===== src/rtl/physics_pkg.sv =====
// Shared types and screen constants for the player motion engine.
package physics_pkg;

  typedef enum logic [1:0] {
    ST_GROUND = 2'd0,
    ST_AIR    = 2'd1,
    ST_DEAD   = 2'd2,
    ST_WIN    = 2'd3
  } state_e;

  localparam int PLAYER_W     = 16;
  localparam int PLAYER_H     = 16;
  localparam int SCREEN_X_MAX = 639;
  localparam int SCREEN_Y_MAX = 479;
  localparam int X_MAX        = 623;
  localparam int Y_MAX        = 463;
  localparam int LAVA_Y       = 380;

  // Clamp a signed 11-bit coordinate into [0, hi].
  function automatic logic [9:0] clamp_coord(input logic signed [10:0] v,
                                             input logic [9:0] hi);
    logic [9:0] r;
    if (v < 11'sd0) begin
      r = 10'd0;
    end else if (v > $signed({1'b0, hi})) begin
      r = hi;
    end else begin
      r = v[9:0];
    end
    return r;
  endfunction

endpackage


===== src/rtl/player_physics.sv =====
// Per-frame player motion engine: position, vertical velocity and GROUND/AIR/DEAD/WIN FSM.
// Optional feature: define VARIABLE_JUMP_EN to cut the upward arc when jump is released early.
module player_physics
  import physics_pkg::*;
#(
  parameter int START_X      = 20,
  parameter int START_Y      = 344,
  parameter int RUN_SPEED    = 2,
  parameter int JUMP_VEL     = 9,
  parameter int GRAVITY      = 1,
  parameter int MAX_FALL     = 8,
  parameter int DEATH_FRAMES = 60
) (
  input  logic       clk,
  input  logic       rst,
  input  logic       frame_tick,
  input  logic       btn_left,
  input  logic       btn_right,
  input  logic       btn_jump,
  input  logic       on_ground,
  input  logic [9:0] support_y,
  input  logic       hit_ceiling,
  input  logic       hit_left_wall,
  input  logic       hit_right_wall,
  input  logic       at_goal_region,
  input  logic       in_lava,
  output logic [9:0] player_x,
  output logic [9:0] player_y,
  output logic [5:0] vel_y,
  output logic [1:0] state,
  output logic       death_pulse,
  output logic       win
);

  state_e            state_q, state_d;
  logic [9:0]        x_q, x_d, y_q, y_d;
  logic signed [5:0] vel_q, vel_d;
  logic              jump_prev_q, jump_prev_d;
  logic [5:0]        death_cnt_q, death_cnt_d;
  logic              death_pulse_q, death_pulse_d;
  logic              win_q, win_d;

  logic               jump_press, death_done, step_under;
  logic signed [5:0]  vel_eff, step_vel_in, step_vel;
  logic signed [10:0] dx, y_sum, vel_sum;
  logic [9:0]         x_move, step_y, land_y;

  // Candidate horizontal move, vertical step and landing height for this tick.
  always_comb begin
    jump_press = btn_jump & ~jump_prev_q;
    death_done = (death_cnt_q == 6'(DEATH_FRAMES - 1));
`ifdef VARIABLE_JUMP_EN
    vel_eff = (!btn_jump && (vel_q < -6'sd2)) ? -6'sd2 : vel_q;
`else
    vel_eff = vel_q;
`endif
    // From GROUND the only vertical step taken is the jump launch.
    step_vel_in = (state_q == ST_GROUND) ? -$signed(6'(JUMP_VEL)) : vel_eff;
    y_sum       = $signed({1'b0, y_q}) + 11'(step_vel_in);
    vel_sum     = 11'(step_vel_in) + 11'(GRAVITY);
    step_vel    = (vel_sum > 11'(MAX_FALL)) ? 6'(MAX_FALL) : vel_sum[5:0];
    step_under  = (y_sum < 11'sd0);
    step_y      = clamp_coord(y_sum, 10'(Y_MAX));
    land_y      = clamp_coord($signed({1'b0, support_y}) - 11'(PLAYER_H), 10'(Y_MAX));
    if (btn_right && !btn_left && !hit_right_wall) begin
      dx = 11'(RUN_SPEED);
    end else if (btn_left && !btn_right && !hit_left_wall) begin
      dx = -11'(RUN_SPEED);
    end else begin
      dx = 11'sd0;
    end
    x_move = clamp_coord($signed({1'b0, x_q}) + dx, 10'(X_MAX));
  end

  // Next-state logic of the movement FSM.
  always_comb begin
    state_d = state_q;
    if (frame_tick) begin
      case (state_q)
        ST_GROUND: begin
          if (in_lava)                       state_d = ST_DEAD;
          else if (at_goal_region)           state_d = ST_WIN;
          else if (jump_press || !on_ground) state_d = ST_AIR;
          else                               state_d = ST_GROUND;
        end
        ST_AIR: begin
          if (in_lava)                       state_d = ST_DEAD;
          else if (on_ground && !vel_q[5])   state_d = ST_GROUND;
          else                               state_d = ST_AIR;
        end
        ST_DEAD: state_d = death_done ? ST_AIR : ST_DEAD;
        ST_WIN:  state_d = ST_WIN;
        default: state_d = ST_AIR;
      endcase
    end else begin
      state_d = state_q;
    end
  end

  // Datapath and output updates for the current state.
  always_comb begin
    x_d           = x_q;
    y_d           = y_q;
    vel_d         = vel_q;
    jump_prev_d   = jump_prev_q;
    death_cnt_d   = death_cnt_q;
    death_pulse_d = 1'b0;
    win_d         = (state_d == ST_WIN);
    if (frame_tick) begin
      jump_prev_d = btn_jump;
      case (state_q)
        ST_GROUND, ST_AIR: begin
          if (in_lava) begin
            death_pulse_d = 1'b1;
            death_cnt_d   = 6'd0;
          end else if (state_q == ST_GROUND && at_goal_region) begin
            x_d = x_q;
          end else begin
            x_d = x_move;
            if (state_q == ST_GROUND && !jump_press && !on_ground) begin
              vel_d = 6'sd0;
            end else if ((state_q == ST_GROUND && !jump_press) ||
                         (state_q == ST_AIR && on_ground && !vel_q[5])) begin
              y_d   = land_y;
              vel_d = 6'sd0;
            end else if (state_q == ST_AIR && hit_ceiling && vel_eff[5]) begin
              vel_d = 6'sd0;
            end else begin
              y_d   = step_y;
              vel_d = step_under ? 6'sd0 : step_vel;
            end
          end
        end
        ST_DEAD: begin
          if (death_done) begin
            death_cnt_d = 6'd0;
            x_d         = 10'(START_X);
            y_d         = 10'(START_Y);
            vel_d       = 6'sd0;
          end else begin
            death_cnt_d = death_cnt_q + 6'd1;
          end
        end
        ST_WIN:  x_d = x_q;
        default: x_d = x_q;
      endcase
    end else begin
      jump_prev_d = jump_prev_q;
    end
  end

  // State register with asynchronous reset to the spawn point.
  always_ff @(posedge clk or posedge rst) begin
    if (rst) begin
      state_q       <= ST_AIR;
      x_q           <= 10'(START_X);
      y_q           <= 10'(START_Y);
      vel_q         <= 6'sd0;
      jump_prev_q   <= 1'b0;
      death_cnt_q   <= 6'd0;
      death_pulse_q <= 1'b0;
      win_q         <= 1'b0;
    end else begin
      state_q       <= state_d;
      x_q           <= x_d;
      y_q           <= y_d;
      vel_q         <= vel_d;
      jump_prev_q   <= jump_prev_d;
      death_cnt_q   <= death_cnt_d;
      death_pulse_q <= death_pulse_d;
      win_q         <= win_d;
    end
  end

  assign player_x    = x_q;
  assign player_y    = y_q;
  assign vel_y       = vel_q;
  assign state       = state_q;
  assign death_pulse = death_pulse_q;
  assign win         = win_q;

endmodule


===== config.mk =====
export PLATFORM = sky130hd
export DESIGN_NAME = player_physics
export DESIGN_NICKNAME = d
export VERILOG_FILES = /design/src/rtl/physics_pkg.sv /design/src/rtl/player_physics.sv
export SDC_FILE = /design/constraint.sdc
export NUM_CORES = 1
export LEC_CHECK = 0
export ABC_AREA = 1
export CAP_MARGIN = 15
export CORE_ASPECT_RATIO = 1.4
export CORE_UTILIZATION = 40
export DETAILED_ROUTE_END_ITERATION = 16
export SYNTH_ARGS = -nofsm -noshare
export SYNTH_HDL_FRONTEND = slang
export SYNTH_SLANG_ARGS = --single-unit

===== constraint.sdc =====
create_clock -name clk -period 3.8 [get_ports clk]
set_clock_uncertainty 0.1 [all_clocks]
set_input_delay 0.95 -clock clk [delete_from_list [all_inputs] [get_ports clk]]
set_output_delay 0.95 -clock clk [all_outputs]
set_load 0.005 [all_outputs]

Yosys cells after proc, flatten, opt, wreduce, memory -nomap -nowiden

Index checks and enable logic that the tools add are counted.

Add/subtract/negate cells: 5
$mul: 0
Divide/modulo/power cells: 0
Order comparisons: 7
Equality and inequality tests: 11
Shift operators: 0
Muxes and demuxes: 43
Bitwise gates (word level): 3
Reductions and logical operators: 28

Operators by type and width:

| operator                | count |
|---|---|
| $mux W10                | 15 |
| $mux W6                 | 11 |
| $pmux W10 S2            | 2 |
| $lt A11 B1 Y1 const B   | 3 |
| $pmux W6 S2             | 2 |
| $gt A11 B10 Y1 const B  | 2 |
| $mux W11                | 2 |
| $logic_and A1 B1 Y1     | 12 |
| $add A11 B11 Y11        | 1 |
| $add A11 B6 Y11         | 1 |
| $gt A11 B11 Y1 const B  | 1 |
| $sub A10 B5 Y11 const B | 1 |
| $mux W2                 | 5 |
| $ne A2 B2 Y1 const B    | 5 |
| $reduce_and A5 Y1       | 2 |
| $pmux W2 S4             | 1 |
| $add A6 B2 Y7 const B   | 1 |
| $gt A7 B5 Y1 const B    | 1 |
| $logic_not A1 Y1        | 7 |
| $reduce_and A7 Y1       | 1 |
| $add A6 B1 Y6 const B   | 1 |
| $eq A2 B2 Y1 const B    | 3 |
| $eq A6 B6 Y1 const B    | 1 |
| $mux W1                 | 5 |
| other kinds (9)         | 11 |

Register bits after elaboration: 37
Latch bits: 0
Bits in writable memories: 0
Bits in read-only memories: 0
Input bits: 22
Output and inout bits: 30
Memories: 0

Depth between registers and ports, before layout

Depth after elaboration: 12
Mapped depth: 20
Gate-level depth less buffers: 20

Worst setup path after synthesis

OpenSTA, ideal clock, no wires.

Kind: input port to flip-flop
Start point: in btn_right
End point: reg x_q[0], in the netlist player_x[0]
Library setup time: 0.117 ns
Data arrival time: 3.533 ns
Required time: 3.583 ns
Slack: 0.051 ns
Cell stages on the path: 18
Path buffers: 0
Path through: nor3_1 -> inv_1 -> o21ai_0 -> ha_1 -> inv_1 -> fa_1 -> inv_1 -> nand3_1 -> nand2_1 -> nand2_1 -> nand3b_1 -> nand2_1 -> nor2_1 -> nand2_1 -> nand3_1 -> nand2_1 -> nand2_1 -> nand2_1

Longest elaborated chain between the ends: 12
Elaborated cells on any way between the ends: 15

RTL lines:

| element                          | line                  | text |
|---|---|---|
| from (decl)                      | player_physics.sv:18  | `input logic btn_right,` |
| $logic_not A1 Y1                 | player_physics.sv:67  | `end else if (btn_left && !btn_right && !hit_left_wall) begin` |
| $logic_and A1 B1 Y1 (2 in a row) | player_physics.sv:67  |  |
| $mux W11                         | player_physics.sv:67  |  |
| $mux W11 *                       | player_physics.sv:65  | `if (btn_right && !btn_left && !hit_right_wall) begin` |
| $add A11 B11 Y11 *               | player_physics.sv:72  | `x_move = clamp_coord($signed({1'b0, x_q}) + dx, 10'(X_MAX));` |
| $gt A11 B11 Y1                   | physics_pkg.sv:25     | `end else if (v > $signed({1'b0, hi})) begin` |
| $mux W10                         | physics_pkg.sv:25     |  |
| $mux W10 *                       | physics_pkg.sv:23     | `if (v < 11'sd0) begin` |
| $mux W10 *                       | player_physics.sv:116 | `end else if (state_q == ST_GROUND && at_goal_region) begin` |
| $mux W10 *                       | player_physics.sv:113 | `if (in_lava) begin` |
| $pmux W10 S2 *                   | player_physics.sv:111 | `case (state_q)` |
| to (signal assigned)             | player_physics.sv:156 | `x_q <= 10'(START_X);` |
| to (decl)                        | player_physics.sv:36  | `logic [9:0] x_q, x_d, y_q, y_d;` |

Every way passes the cells marked *; elsewhere a longest branch is shown, timed or not. The select of a mux whose other input is x is not followed.
A chain may end at the register's enable or synchronous reset.

Final worst setup path

Start point: in btn_left
End point: reg x_q[6], in the netlist player_x[6]

Longest elaborated chain between the ends: 11
Elaborated cells on any way between the ends: 15

RTL lines:

| element                                                 | line                                       | text |
|---|---|---|
| from (decl)                                             | player_physics.sv:17                       | `input logic btn_left,` |
| $logic_and A1 B1 Y1 or $logic_not A1 Y1 (tied branches) | player_physics.sv:67, player_physics.sv:65 |  |
| $logic_and A1 B1 Y1, on equally long branches           | player_physics.sv:67, player_physics.sv:65 |  |
| $mux W11 or $logic_and A1 B1 Y1 (tied branches)         | player_physics.sv:67, player_physics.sv:65 |  |
| $mux W11 *                                              | player_physics.sv:65                       |  |
| $add A11 B11 Y11 *                                      | player_physics.sv:72                       |  |
| $gt A11 B11 Y1                                          | physics_pkg.sv:25                          |  |
| $mux W10                                                | physics_pkg.sv:25                          |  |
| $mux W10 *                                              | physics_pkg.sv:23                          |  |
| $mux W10 *                                              | player_physics.sv:116                      |  |
| $mux W10 *                                              | player_physics.sv:113                      |  |
| $pmux W10 S2 *                                          | player_physics.sv:111                      |  |

Marked as above.

==> reports/qor_table.md <==
| Parameter | Value |
| --- | --- |
| Result of the run | finished clean |
| Hold Buf Count CTS | 0 |
| Worst hold slack | 0.3863 ns |
| Antenna violation net count after detailed routing | 0 |
| Synth warnings | 0 |
| Main flop type after synthesis | sky130_fd_sc_hd__dfrtp_1 |
| Total Neg Setup Slack | 0 ns |
| Biggest fanout along the worst timing path | 3 |
| Number of buffers added on ports | 51 |
| Hold path startpoint | jump_prev_q |
| Antenna violations before repair | 0 |
| Sw frac | 48.82% |
| Final count of hold timing violations | 0 |
| Net switching power of the design | 0.001608 W |
| TritonCTS clock tree | yes |
| Top sig layer | met4 |
| Detailed placer's ending HPWL | 7.089 mm |
| Max Root-Sink Buffers | 2 |
| Total Routing Usage GR | 21.38% |
| Endpoint arrival time on the critical path | 3.49 ns |
| Cell family with the largest share of critical-path delay | buffers and inverters |
| Critical path launch point type | primary input |
| Final worst path period share | 90.30% |
| Leakage Power | 2.187 nW |
| Internal cell power | 0.001686 W |
| Count of cells along the worst register-to-register path | 15 |
| Antenna diode instance count | 0 |
| Num CTS Buffers | 5 |
| Worst min-delay path category | reg2reg |
| CP peak stage delay | 0.45 ns |
| Crit-path most repeated cell | sky130_fd_sc_hd__nand2_1 |
| CP Cell Sequence | clkdlybuf4s50_1, inv_1, nor3_1, inv_1, o21ai_0, ha_1, inv_1, fa_1, inv_1, nand3_1, nand2_1, nand2_1, nand2_1, nand2_1, nand2_1, nand3_1, buf_4, a21oi_1, o21ai_0 |
| Largest net degree at the start of global routing | 38 |
| Fraction of power consumed by sequential logic | 20.8% |
| Detailed Route Iter0 Violations | 124 |
| Fraction of the yosys area taken by sequential cells | 28.01% |
| Reg-to-reg endpoint | player_y[1] |
| Via Count | 3400 |
| # Max-Cap Violations | 0 |
| Worst-margin pin slew | 0.4821 ns |
| Effective utilization at floorplan | 41.20% |
| Floorplan die area | 8717 um^2 |
| Kind of end point of the critical path | flip-flop |
| Share of synthesized flip-flops with an asynchronous set or reset | 100.0% |
| Average footprint of a synthesized cell | 6.492 um^2 |
| Clock latency on the worst-skew pair | 0.28 ns |
| Power share of the combinational group | 65.9% |
| Post-detailed-routing wire length | 8.720 mm |
| Cell area after technology mapping | 3337 um^2 |
| Mean routed wirelength per cell | 12.84 um |
| Area overhead of the layout relative to synthesis | 24.93% |
| Setup slack after layout | 0.3688 ns |
| Total stage count of the critical path | 19 |
| Required time at the worst-slack endpoint | 3.86 ns |
| Total global routing overflow | 0 |
| Slew headroom | 67.86% |
| CTS root buf | sky130_fd_sc_hd__clkbuf_16 |
| Startpoint-to-endpoint class of the critical path | in2reg |
| Gp weighted congestion | 0.8406 |
| Reg-to-reg setup timing slack | 0.74 ns |
| Post-detailed-route DRC marker count | 0 |
| Sink Count | 37 |
| Final-report max-slew violation count | 0 |
| Core region area | 8100 um^2 |
| Min-Delay Endpoint | jump_prev_q |
| Number of instances in the synthesized netlist | 514 |
| Fraction of layout instances using a drive strength above 1 | 7.972% |
| CP bufs+invs | 6 |
| Wire length the detailed router placed on met1 | 3.570 mm |
| Pwr per Cell Area | 790.1 nW/um^2 |
| Horizontal die dimension | 79.20 um |
| Post-synth EDFFs | 0 |
| Clock network fraction of total power | 13.3% |
| Io pins | 52 |
| Die height | 110.1 um |
| Clock Pin Slew Worst Setup and Hold Paths | 0.06 ns |
| Routed wl met3 | 296 um |
| Hold depth | 2 |
| Fmax | 291.4 MHz |
| First-pass GRT wire length | 14.44 mm |
| Htree depth | 2 |
| DP Worst Slack | 0.06334 ns |
| Standard cell with the maximum stage delay on the critical path | sky130_fd_sc_hd__clkdlybuf4s50_1 |
| RSZ-0062 raised after global routing | false |
| Drt first pass iters | 5 |
| Count of filler cells inserted in the layout | 849 |
| Total setup violations reported at the end of the flow | 0 |
| Average vias per placed instance | 5.007 |
| Highest ir drop seen on vdd | 0.3880 mV |
| Number of distinct standard cells referenced by the synthesized netlist | 43 |
| Vias in the first global route | 3310 |
| Origin of the critical flop-to-flop path | state[0] |
| Final critical path time including I/O delays and setup | 3.431 ns |
| Cell row count | 39 |
| Post-synthesis sequential element count | 37 |
| Met2 layer wire length in the routed design | 4.715 mm |
| Synth Net Count | 561 |
| Net count reported at finish | 623 |
[worst min-delay path, cell delays in order (launching register included)]
cell                      delay [ns]
sky130_fd_sc_hd__dfrtp_1        0.34
sky130_fd_sc_hd__nand2_1        0.05
sky130_fd_sc_hd__o21ai_0        0.06
[how the worst max path moves through the flow]
stage	from	slack (ns)	endpoint
finish	btn_left	0.37	player_x[6]
global route	btn_left	0.0006	player_x[6]
CTS	btn_left	0.36	player_x[4]
detailed placement	btn_left	0.06	player_x[5]
global placement	btn_left	0.13	player_x[5]
floorplan	btn_right	0.05	player_x[0]
[cell families (layout without fill, tap and decap cells)]
group           Yosys count  after routing  share of synthesized area [%]
fa+ha+maj                25             25                          9.824
buf+inv                  80            143                          9.111
simple gates            302            302                          39.67
flops                    37             37                          28.01
compound gates           61             61                          11.02
xor+xnor                  9              9                          2.362
[layout by cell type (no fill, tap or decap), drive strengths merged]
cell type        n
a211oi           2
a21boi           1
a21o             1
a21oi           20
a22o             1
a22oi            1
a31oi            4
and3             1
buf              6
clkbuf           7
clkdlybuf4s50   51
clkinv           1
dfrtp           30
dfstp            7
fa               2
ha              23
inv             78
nand2          169
nand3           40
nand3b           7
nand4           13
nor2            55
nor2b            1
nor3             9
nor3b            1
nor4             2
o21a             1
o21ai           27
o21bai           1
o22ai            1
o311ai           1
or2              4
xnor2            2
xor2             7
[what timing repair did]
action                     4_1_cts  5_1_grt
gates resized for setup          0        1
setup buffers                    0        0
setup endpoints to repair        0        5
[state kept, by name, indices dropped and copies added, names as in the netlist]
name         flops
death_cnt_q      6
jump_prev_q      1
death_pulse      1
player_x        10
state            2
player_y        10
vel_y            6
win              1
[power by group through the flow]
stage / logic, W / registers [W] / clock network, W
floorplan: 0.00150 / 0.000658 / 0
global placement: 0.00214 / 0.000692 / 0
detailed placement: 0.00217 / 0.000690 / 0
CTS: 0.00218 / 0.000685 / 0.000452
global route: 0.00245 / 0.000701 / 0.000462
finish: 0.00217 / 0.000684 / 0.000438
[per-layer routing]
layer	track usage, %	up-vias
li1	-	1790
met1	23.11	1541
met2	41.44	60
met3	3.128	9
met4	7.922	0
met5	0	-
[final cells by class]
cell class	count	area [um^2]	area share [%]
Multi-Input combinational cell	397	2101	50.39
Tap cell	102	127.6	3.061
Inverter	78	292.8	7.023
Sequential cell	37	934.6	22.42
Clock inverter	1	5.005	0.1200
Clock buffer	7	152.6	3.661
Timing Repair Buffer	57	555.5	13.33
[synthesized netlist by cell type (all sizes together) (2+ instances only)]
master  count  share of area (%)
nand4      13                2.4
nor4        2               0.37
nand3b      7                1.6
nand3      40                6.1
dfrtp      30                 22
nor3        9                1.8
or2         4               0.75
a21oi      20                3.1
o21ai      27                4.0
nor2       55                6.4
a31oi       4                1.2
ha         23                8.6
nand2     169                 20
xnor2       2               0.53
fa          2                1.2
inv        78                8.8
dfstp       7                5.5
xor2        7                1.8
a211oi      2               0.83
[per-stage QoR]
step	utilization [%]	instance area, um^2	power, W	cells
2_1_floorplan	-	3337	0.002158	514
3_3_place_gp	49.49	4009	0.002835	671
3_5_place_dp	49.49	4009	0.002859	671
4_1_cts	51.44	4167	0.003319	679
5_1_grt	51.47	4169	0.003618	679
6_report	51.47	4169	0.003294	679
No activity file was read; power rests on OpenSTA's default activity.
==> RTL change 1, RTL diff (config.mk and constraints unchanged) <==
Reset style: synchronous (`rst`), changed in one clocked block. Comments in the files are not updated.
--- a/src/rtl/player_physics.sv
+++ b/src/rtl/player_physics.sv
@@ -152,3 +152,3 @@
   // State register with asynchronous reset to the spawn point.
-  always_ff @(posedge clk or posedge rst) begin
+  always_ff @(posedge clk) begin
     if (rst) begin
Behaviour: differs if rst is asserted again (counterexample within 4 cycles, from zero or initial values and one cycle with rst high); with rst held inactive, the same outputs for 4 cycles.
==> RTL change 1 against the original RTL <==
- non-clock buffer count did not move
- die area fell by 1.8%
- routed wire length grew 3.4%
- design area fell by 2.8%
- critical path depth increased by 1
- sequential cell count unchanged
- critical endpoint is now player_x[0]$_SDFFE_PP0P_
- core utilization rose by 0.19 points
- setup slack lost 46 ps
- hold slack gained 6.0 ps
- area after synthesis is 1.8% lower
Power is not compared: it rests on default switching activity, and its combinational part moved more than twofold at a synthesized area within 25%.
==> RTL change 1: results (changes against the original RTL) <==
metric,value,unit,change
"worst slack, placed",13.9,ps,was 63.3 ps
r2r setup slk,820,ps,was 740 ps
Max Fanout on Critical Path,9,,was 3
clock latency on the worst-skew pair,300,ps,was 280 ps
Worst Path Arrival,3580,ps,was 3490 ps
met1 Use GR,0.223,,was 0.231
Synth async-reset ratio,0,,was 1.00
fin nets,653,,was 623
Filler cells,851,,was 849
first-pass GRT wire length,15000,um,was 14400 um
vias in the first global route,3363,,was 3310
reg2reg end,player_y[4]$_SDFFE_PP1P_,,was player_y[1]$_DFFE_PP0P_
Total Wirelength,9020,um,was 8720 um
WL/cell,12.8,um,about the same
M3 GR Usage,0.0343,,was 0.0313
drt first-iter violations,123,,was 124
Reg2Reg Depth,17,,was 15
"Seq/Total Area, Yosys",0.226,,was 0.280
outcome,finished clean,,unchanged
"Top FF cell, synth",dfxtp_1,,was dfrtp_1
"slowest stage delay, CP",450,ps,about the same
largest net degree at the start of global routing,31,,was 38
area grow syn2layout,23.7,%,was 24.9%
DP Area,3930,um^2,was 4010 um^2
GP Congestion,0.850,,was 0.841
hold_ws,392,ps,was 386 ps
WHS Endpoint,player_y[7]$_SDFFE_PP0P_,,was jump_prev_q$_DFFE_PP0P_
commonest cells in the synthesized netlist,"182 x nand2_1, 77 x inv_1, 50 x a21oi_1",,"was 164 x nand2_1, 72 x inv_1, 52 x nor2_1"
Worst-Margin Slew,921,ps,was 482 ps
RR Startpoint,state[1]$_SDFF_PP0_,,was state[0]$_DFF_PP1_
"top cells by area, synth","dfxtp_1 23%, nand2_1 21%, inv_1 8.8%",,"was dfrtp_1 22%, nand2_1 18%, ha_1 8.6%"
DRT Pass-1 Iters,4,,was 5
placed insts,699,,was 671
syn avg cell area,5.98,um^2,was 6.49 um^2
total track usage,0.225,,was 0.214
Hold Startpoint,player_y[7]$_SDFFE_PP0P_,,was jump_prev_q$_DFFE_PP0P_
hpwl dp,7380,um,was 7090 um
"Net Count, Synth",595,,was 561
clk slew on worst S/H paths,80,ps,was 60 ps
drt via density,4.99,,was 5.01
launch point of the worst path,btn_left,,unchanged
crit-path leading delay family,simple AND/OR/NAND/NOR gates,,was buffers and inverters
layout cell share with drive strength beyond 1,0.0659,,was 0.0797
M2 GR Usage,0.449,,was 0.414
post-synth cell types,32,,was 43
## RTL change 1: worst max-delay path by stage
| stage | slack, ps | end | depth (start not counted) |
|---|---|---|---|
| after global routing | 20 | player_x[0]$_SDFFE_PP0P_ | 19 |
| after CTS | 340 | player_x[0]$_SDFFE_PP0P_ | 20 |
| after floorplan | 130 | player_x[0]$_SDFFE_PP0P_ | 18 |
| after global placement | 90 | player_x[0]$_SDFFE_PP0P_ | 18 |
| after detailed placement | 10 | player_x[0]$_SDFFE_PP0P_ | 20 |
| final | 320 | player_x[0]$_SDFFE_PP0P_ | 20 |
## RTL change 1: power groups by stage
stage          registers (W)  clock network (W)  logic [W]
4_1_cts             0.000438           0.000378   0.000487
5_1_grt             0.000442           0.000395   0.000547
6_report            0.000437           0.000364   0.000484
3_3_place_gp        0.000446                  0   0.000480
3_5_place_dp        0.000447                  0   0.000484
2_1_floorplan       0.000443                  0   0.000329
## RTL change 1: cell type report
type,instances,share of cell area
inverters,84,0.0778
flip-flops and latches,37,0.183
well taps,100,0.0309
multi-input cells,421,0.542
repair buffers,57,0.137
clock inverters,2,0.00926
clock buffers,6,0.0204
## RTL change 1: layer usage
layer	part of all wire	routed length, um	vias to the layer above
met5	0	0	-
met4	0.017	153	0
met3	0.024	213	10
met2	0.55	4970	49
met1	0.41	3680	1597
li1	-	-	1874
## RTL change 1: cells by family (layout without fill, tap and decap cells)
kind of cell,Yosys count,in the layout,share of synthesized area
compound gates,79,79,0.132
xor+xnor,10,10,0.0267
fa+ha+maj,25,25,0.100
buf+inv,90,149,0.104
flops,37,37,0.226
simple gates,307,307,0.411
==> RTL change 2, RTL diff (config.mk and constraints unchanged) <==
Without the edit above. Build with the macro `VARIABLE_JUMP_EN` defined.
--- a/src/rtl/player_physics.sv
+++ b/src/rtl/player_physics.sv
@@ -2,2 +2,4 @@
 // Optional feature: define VARIABLE_JUMP_EN to cut the upward arc when jump is released early.
+`define VARIABLE_JUMP_EN
+
 module player_physics
Behaviour: not the same (Yosys sat finds a counterexample within 4 cycles, from zero or initial values and one cycle with rst high).
==> RTL change 2 against the original RTL <==
- routed wire length increased by 1.2%
- total power down 2.3%
- setup slack worse by 84 ps
- sequential share of layout area rose by 0.38 points
- final cell count is 5.6% lower
- area after synthesis fell by 6.3%
- design area down 1.7%
- sequential cell count unchanged
==> RTL change 2: results (changes against the original RTL) <==
metric,value,unit,change
met1 wire length,3530,um,was 3570 um
GP Congestion,0.891,,was 0.841
post-synth cell types,38,,was 43
"Net Count, Synth",508,,was 561
met1 Use GR,0.245,,was 0.231
"top cells by area, synth","dfrtp_1 24%, nand2_1 15%, ha_1 8.8%",,"was dfrtp_1 22%, nand2_1 18%, ha_1 8.6%"
CTS Root Cell,clkbuf_8,,was clkbuf_16
Synth Area in Adders,0.101,,was 0.0982
commonest cells in the synthesized netlist,"124 x nand2_1, 55 x inv_1, 41 x nor2_1",,"was 164 x nand2_1, 72 x inv_1, 52 x nor2_1"
Worst Path Arrival,3620,ps,was 3490 ps
Non-Clock Buffer Area Fraction,0.170,,was 0.133
M3 GR Usage,0.0298,,was 0.0313
area occupied by multi-input gates,1970,um^2,was 2100 um^2
DRT Pass-1 Iters,4,,was 5
metal3 WL,279,um,was 296 um
Total Wirelength,8830,um,was 8720 um
first-pass GRT wire length,14900,um,was 14400 um
launch point of the worst path,btn_right,,was btn_left
Post-Synth XOR/XNOR Area,0.0392,,was 0.0236
layout cell share with drive strength beyond 1,0.129,,was 0.0797
r2r setup slk,700,ps,was 740 ps
Seq pwr share,0.219,,was 0.208
Inverters,64,,was 78
RR Startpoint,state[0]$_DFF_PP1_,,unchanged
static leakage,2.13,nW,was 2.19 nW
clk_buf instances,5,,was 7
vias in the first global route,3308,,was 3310
Sw Share,0.469,,was 0.488
maximum vdd drop,0.390,mV,was 0.388 mV
"Seq/Total Area, Yosys",0.299,,was 0.280
Max Fanout on Critical Path,7,,was 3
crit-path leading delay family,simple AND/OR/NAND/NOR gates,,was buffers and inverters
hpwl dp,7120,um,was 7090 um
clk slew on worst S/H paths,80,ps,was 60 ps
M2 GR Usage,0.448,,was 0.414
drt via density,5.13,,was 5.01
Sum Neg Setup Slack,0,ps,unchanged
outcome,finished clean,,unchanged
"slowest stage delay, CP",510,ps,was 450 ps
Combinational Power Share,0.652,,was 0.659
Slew headroom,0.598,,was 0.679
## RTL change 2: path summary, 6_finish.rpt
path,endpoint,cells after the start
worst max register to register,player_y[0]$_DFFE_PP0P_,21
worst min-delay path,death_cnt_q[2]$_DFFE_PP0P_,1
max in group asynchronous,player_x[4]$_DFFE_PP1P_,3
min in group asynchronous,death_cnt_q[3]$_DFFE_PP0P_,3
worst max-delay path,player_x[7]$_DFFE_PP0P_,13
worst min register to register,death_cnt_q[2]$_DFFE_PP0P_,1
## RTL change 2: stage by stage
| stage | utilization | area (um^2) | std cells | hold WS (ps) | worst slack [ps] |
|---|---|---|---|---|---|
| after floorplan | - | 3130 | 462 | 354 | 152 |
| after global placement | 0.525 | 3920 | 630 | 370 | -14.4 |
| after detailed placement | 0.525 | 3920 | 630 | 392 | -64.2 |
| after CTS | 0.543 | 4050 | 638 | 411 | 242 |
| after global routing | 0.550 | 4100 | 641 | 437 | -80.0 |
| final | 0.550 | 4100 | 641 | 407 | 285 |
